===== config.mk =====
export PLATFORM = sky130hd
export DESIGN_NAME = fmt_iter_ctl
export DESIGN_NICKNAME = d
export VERILOG_FILES = /design/src/rtl/fmt_iter_ctl.sv
export SDC_FILE = /design/constraint.sdc
export NUM_CORES = 1
export LEC_CHECK = 0
export CORE_MARGIN = 2
export CORE_UTILIZATION = 46
export DETAILED_ROUTE_END_ITERATION = 6
export PLACE_DENSITY = 0.78
export SLEW_MARGIN = 10
export SYNTH_ARGS = -nofsm -noshare
export SYNTH_HDL_FRONTEND = slang
export SYNTH_SLANG_ARGS = --single-unit

===== constraint.sdc =====
create_clock -name clk -period 2 [get_ports clk]
set_input_delay 0.4 -clock clk [delete_from_list [all_inputs] [get_ports clk]]
set_output_delay 0.4 -clock clk [all_outputs]
set_load 0.005 [all_outputs]

===== src/rtl/fmt_iter_ctl.sv =====
// Sequencing controller for the iterative FP divide/sqrt datapath: format lookup,
// iteration counting and init/step enables. Optional macro FMT_ITER_EARLYTERM_EN.
module fmt_iter_ctl #(
    parameter int NE      = 15,
    parameter int LOGFLEN = 7,
    parameter int LOGR    = 2,
    parameter int GUARD   = 3,
    parameter int CNTW    = 6
) (
    input  logic               clk,
    input  logic               reset_n,
    input  logic               StartValid,
    output logic               StartReady,
    input  logic [1:0]         Fmt,
    input  logic               SqrtIn,
    input  logic               SpecialCase,
    input  logic               Flush,
    input  logic               Stall,
    output logic               InitEn,
    output logic               IterEn,
    output logic               LastIter,
    output logic               Busy,
    output logic               SqrtOp,
    output logic [NE-2:0]      Bias,
    output logic [LOGFLEN-1:0] Nf,
    output logic               ResultValid,
    input  logic               ResultReady
);
    localparam int BW = NE - 1;
    localparam int SW = LOGFLEN + 1;
    localparam int SH = $clog2(LOGR);

    typedef enum logic [1:0] {IDLE, INIT, ITER, DONE} state_t;

    state_t             state_reg, state_next;
    logic [CNTW-1:0]    cnt_reg, cnt_next;
    logic [BW-1:0]      bias_reg, bias_lut;
    logic [LOGFLEN-1:0] nf_reg, nf_lut;
    logic               sqrt_reg;
    logic               special_reg;
    logic               accept;
    logic               kill;
    logic               iter_go;
    logic [SW-1:0]      n_sum;
    logic [CNTW-1:0]    n_init;

    always_comb begin
        bias_lut = '0;
        nf_lut   = '0;
        unique case (Fmt)
            2'd0: begin bias_lut = BW'(127);   nf_lut = LOGFLEN'(23);  end
            2'd1: begin bias_lut = BW'(1023);  nf_lut = LOGFLEN'(52);  end
            2'd2: begin bias_lut = BW'(15);    nf_lut = LOGFLEN'(10);  end
            2'd3: begin bias_lut = BW'(16383); nf_lut = LOGFLEN'(112); end
        endcase
    end

    // Sum is one bit wider than Nf so the Q-format numerator cannot wrap.
    assign n_sum  = {1'b0, nf_reg} + SW'(GUARD + LOGR);
    assign n_init = CNTW'(n_sum >> SH) - CNTW'(1);

    assign kill    = Flush || !reset_n;
    assign accept  = (state_reg == IDLE) && StartValid && !Flush;
    assign iter_go = (state_reg == ITER) && !Stall;

    always_comb begin
        state_next  = state_reg;
        cnt_next    = cnt_reg;
        InitEn      = 1'b0;
        IterEn      = 1'b0;
        LastIter    = 1'b0;
        ResultValid = 1'b0;
        unique case (state_reg)
            IDLE: if (StartValid) state_next = INIT;
            INIT: begin
                InitEn     = 1'b1;
                cnt_next   = n_init;
                state_next = ITER;
`ifdef FMT_ITER_EARLYTERM_EN
                if (special_reg) state_next = DONE;
`endif
            end
            ITER: begin
                IterEn = iter_go;
                if (iter_go) begin
                    if (cnt_reg == '0) begin
                        LastIter   = 1'b1;
                        state_next = DONE;
                    end else begin
                        cnt_next = cnt_reg - CNTW'(1);
                    end
                end
            end
            DONE: begin
                ResultValid = 1'b1;
                if (ResultReady) state_next = IDLE;
            end
        endcase
        // Flush (or reset) wins over every transition and silences the pulses.
        if (kill) begin
            state_next  = IDLE;
            InitEn      = 1'b0;
            IterEn      = 1'b0;
            LastIter    = 1'b0;
            ResultValid = 1'b0;
        end
    end

    always_ff @(posedge clk) begin
        if (!reset_n) begin
            state_reg   <= IDLE;
            cnt_reg     <= '0;
            bias_reg    <= '0;
            nf_reg      <= '0;
            sqrt_reg    <= 1'b0;
            special_reg <= 1'b0;
        end else begin
            state_reg <= state_next;
            cnt_reg   <= cnt_next;
            if (accept) begin
                bias_reg    <= bias_lut;
                nf_reg      <= nf_lut;
                sqrt_reg    <= SqrtIn;
                special_reg <= SpecialCase;
            end
        end
    end

`ifndef FMT_ITER_EARLYTERM_EN
    logic unused_special;
    assign unused_special = special_reg;
`endif

    assign StartReady = (state_reg == IDLE);
    assign Busy       = (state_reg != IDLE);
    assign SqrtOp     = sqrt_reg;
    assign Bias       = bias_reg;
    assign Nf         = nf_reg;
endmodule


==> flow_summary.toml, run 1 <==
[cts]
worst_setup_hold_path_clk_slew_ns = 0.10
cts_inserted_buffers = 3
insertion_delay_ns = 0.30
tritoncts = "built"
clk_root_buffer_cell = "sky130_fd_sc_hd__clkbuf_4"
ctsHtreeMaxLevel = 1
cts_max_path_buffers = 2
holdBufCountCts = 0
numClockSinks = 17

[route]
routed-via-count = 1177
vias_per_cell = 5.424
remaining_design_rule_violation_count = 0
detailedRoute.firstPassIterationCount = 4
antenna_violating_nets_post_route = 0
drt_wl_total_um = 3148
initialDrtViolationCount = 38
wl_per_cell_um = 14.51

[grt]
grt_max_degree = 13
gr-usage-all-layers = 0.2086
antenna_found_initial = 0
grt_pass1_vias = 1153
grt_remaining_overflow = 0
grt_pass1_wl_um = 5181

[power]
peakVddDrop_mv = 0.3086
switching_component_of_the_power_uw = 256.7
comb_power_share = 0.305
switching_share = 0.3094
leakage_nw = 0.6608
pwr-share-clk = 0.234
internal-power_uw = 572.9
power.share.sequential = 0.461
power_density_nw_per_um2 = 491.1

[timing]
setup_total_negative_slack_ns = 0
layout_worst_path_cycle_share = 0.9831
setup_repair_after_global_routing_missed_its_margin = "true"
max_freq_mhz = 508.6
report.final.slew_viol_count = 0
setup-violations-final = 0
tightestPinTransition_ns = 0.3480
hold_viol_final = 0
timing.final.crit_period_ns = 1.966
finClkSkew_ns = 0.003155
slew_headroom = 0.7613

[run_status]
result_of_the_run = "completed"

[synthesis]
synth_enable_flop_cells = 0
number_of_warnings_reported_in_the_yosys_synthesis_log = 0
synth_top_flop_cell = "sky130_fd_sc_hd__dfxtp_1"
netlist_instances = 149
seq_area_frac_synth = 0.2778
synth_top_area_frac = 0.2778
post_synth_instance_area_sq_um = 1225
synth-seq-cells = 17
synth_top_cells_by_area = "sky130_fd_sc_hd__dfxtp_1, sky130_fd_sc_hd__buf_4, sky130_fd_sc_hd__ha_1"
synth.lib_cells_used.distinct = 43
postSynthNetCount = 165
synth_area_leader_cell = "sky130_fd_sc_hd__dfxtp_1"
ys_async_sr_fraction = 0
syn_avg_cell_area_sq_um = 8.221

[floorplanning]
die_width_um = 55.61
floorplan.die.height_um = 55.61
dieArea_sq_um = 3092
placementRows = 18
start_util = 0.4900
floorplan.core_area_sq_um = 2500
ios = 38

[hold_path]
hp-class = "flop to flop"

[layout]
ratio_of_cells_with_drive_above_1_in_the_final_layout = 0.2193
finish.utilization = 0.6757
finalNetCount = 204
antenna_cells = 0
num-fill-cells = 207
layout_area_growth_over_synthesis_pct = 37.90
largest_reg_flops = 6

[worst_setup_path]
kind_of_end_point_of_the_critical_path = "flop"
timing_worst_setup_path_type = "flop to flop"
reg2regPathDepth = 8
critPathMaxFanout = 8
r2r-end = "cnt_reg[4]"
slowest_stage = "sky130_fd_sc_hd__dfxtp_2"
cp-endpoint = "cnt_reg[4]"
critPathLaunchType = "flop"
worst_r2r_startpoint = "state_reg[0]"
worstSetupStartpoint = "state_reg[0]"
slowest_delay_ns = 0.35
path_buf_inv = 2
cp_num_cells = 8
critPathTopFamily = "compound AO/OA/AOI/OAI gates"
timing.critical_path.required_ns = 2.23
cp_cell_sequence = "inv_1 > ha_2 > buf_4 > nor4b_4 > a32o_2 > nor2_1 > a31o_2 > a31oi_1"
reg2reg_slack_ns = 0.03
worst-endpoint-arrival_ns = 2.20

[job]
max_cap_violations = 0

[placement]
place_congestion = 0.8934
io_port_bufs = 36
hpwlAfterDp_um = 2386
layer usage:
| layer | track usage | wire length (um) | vias to the layer above |
|---|---|---|---|
| li1 | - | - | 586 |
| met1 | 0.2615 | 1400 | 546 |
| met2 | 0.3452 | 1543 | 37 |
| met3 | 0.02791 | 128 | 8 |
| met4 | 0.1115 | 76 | 0 |
| met5 | 0 | 0 | - |
synthesized netlist by cell type, types with 2 or more instances:
cell type / n
sky130_fd_sc_hd__a211oi_1: 2
sky130_fd_sc_hd__a21oi_1: 11
sky130_fd_sc_hd__a31o_2: 2
sky130_fd_sc_hd__buf_4: 14
sky130_fd_sc_hd__clkbuf_1: 2
sky130_fd_sc_hd__dfxtp_1: 17
sky130_fd_sc_hd__ha_1: 6
sky130_fd_sc_hd__inv_1: 8
sky130_fd_sc_hd__mux2i_1: 5
sky130_fd_sc_hd__nand2_1: 12
sky130_fd_sc_hd__nand2b_1: 7
sky130_fd_sc_hd__nand3_1: 3
sky130_fd_sc_hd__nand3b_1: 3
sky130_fd_sc_hd__nor2_1: 19
sky130_fd_sc_hd__o21ai_0: 5
sky130_fd_sc_hd__o41ai_2: 2
sky130_fd_sc_hd__xnor2_1: 4
sky130_fd_sc_hd__xor2_1: 2
metrics by stage:
step / std cells / power [mW] / area, sq um / setup WS, ns / hold WS, ns
CTS: 215 / 0.8213 / 1637 / 0.01077 / 0.4699
finish: 217 / 0.8296 / 1689 / 0.03380 / 0.4654
global placement: 211 / 0.6176 / 1599 / -0.1845 / 0.4428
global route: 217 / 0.8738 / 1689 / -0.04686 / 0.5007
floorplan: 149 / 0.5258 / 1225 / 0.3669 / 0.4527
detailed placement: 211 / 0.6258 / 1599 / -0.2942 / 0.4553
worst register-to-register path, cell delays in order (launching register included):
cell	delay, ns
sky130_fd_sc_hd__dfxtp_2	0.35
sky130_fd_sc_hd__inv_1	0.12
sky130_fd_sc_hd__ha_2	0.27
sky130_fd_sc_hd__buf_4	0.18
sky130_fd_sc_hd__nor4b_4	0.28
sky130_fd_sc_hd__a32o_2	0.27
sky130_fd_sc_hd__nor2_1	0.05
sky130_fd_sc_hd__a31o_2	0.23
sky130_fd_sc_hd__a31oi_1	0.14
power groups by stage:
stage               sequential, mW  clock (mW)  combinational (mW)
global placement             0.387           0               0.231
CTS                          0.381       0.198               0.242
global route                 0.387       0.213               0.274
floorplan                    0.386           0               0.140
finish                       0.382       0.194               0.253
detailed placement           0.388           0               0.238
cell usage in the layout (no fill, tap or decap), types with 2 or more instances in the layout:
cell type and n:
sky130_fd_sc_hd__or3_4 2, sky130_fd_sc_hd__nand2b_1 5, sky130_fd_sc_hd__mux2i_1 5, sky130_fd_sc_hd__clkbuf_4 3, sky130_fd_sc_hd__a21oi_1 11, sky130_fd_sc_hd__ha_2 2
sky130_fd_sc_hd__a31o_2 2, sky130_fd_sc_hd__nand2b_4 2, sky130_fd_sc_hd__o41ai_2 2, sky130_fd_sc_hd__buf_4 16, sky130_fd_sc_hd__xor2_1 2, sky130_fd_sc_hd__nand2_1 12
sky130_fd_sc_hd__ha_1 4, sky130_fd_sc_hd__dlygate4sd2_1 4, sky130_fd_sc_hd__nand3_1 3, sky130_fd_sc_hd__dfxtp_2 4, sky130_fd_sc_hd__nand3b_1 3, sky130_fd_sc_hd__clkdlybuf4s50_1 31
sky130_fd_sc_hd__a211oi_1 2, sky130_fd_sc_hd__dfxtp_1 13, sky130_fd_sc_hd__o21ai_0 5, sky130_fd_sc_hd__xnor2_1 4, sky130_fd_sc_hd__inv_1 8, sky130_fd_sc_hd__nor2_1 19
worst min-delay path by stage:
stage / start / endpoint / depth (start not counted)
after detailed placement: SqrtOp / SqrtOp / 2
after floorplan: SqrtOp / SqrtOp / 2
final: SqrtOp / SqrtOp / 2
after global placement: SqrtOp / SqrtOp / 2
after global routing: SqrtOp / SqrtOp / 2
after CTS: SqrtOp / SqrtOp / 2
logic make-up (layout without fill, tap and decap cells):
| logic type | count (synthesis) | after routing | share of synthesized area |
|---|---|---|---|
| and+or+nand+nor | 53 | 53 | 0.2268 |
| AOI/OAI and AO/OA | 36 | 36 | 0.2206 |
| buffers and inverters | 26 | 64 | 0.1297 |
| DFF | 17 | 17 | 0.2778 |
| adders and majority gates | 6 | 6 | 0.06129 |
| xor gates and xnor gates | 6 | 6 | 0.04290 |
| muxes | 5 | 5 | 0.04086 |
repair_timing:
action | in CTS | in global routing
setup buffers | 0 | 2
resized for setup | 9 | 10
endpoints found under the setup margin | 4 | 4
area by class of cell:
cell class,instances,area (sq um),share of cell area
inverters,8,30.03,0.01778
well taps,30,37.54,0.02222
clock buffers,4,26.28,0.01556
multi-input cells,106,774.5,0.4585
repair buffers,52,475.5,0.2815
flip-flops and latches,17,345.3,0.2044
Power figures use the tool's default switching activity.
==> run 2: changes to the inputs <==
CAP_MARGIN = 30   (was default)
==> results of run 2 <==
Same layout as run 1: the final DEF is identical, and so are final timing and power.
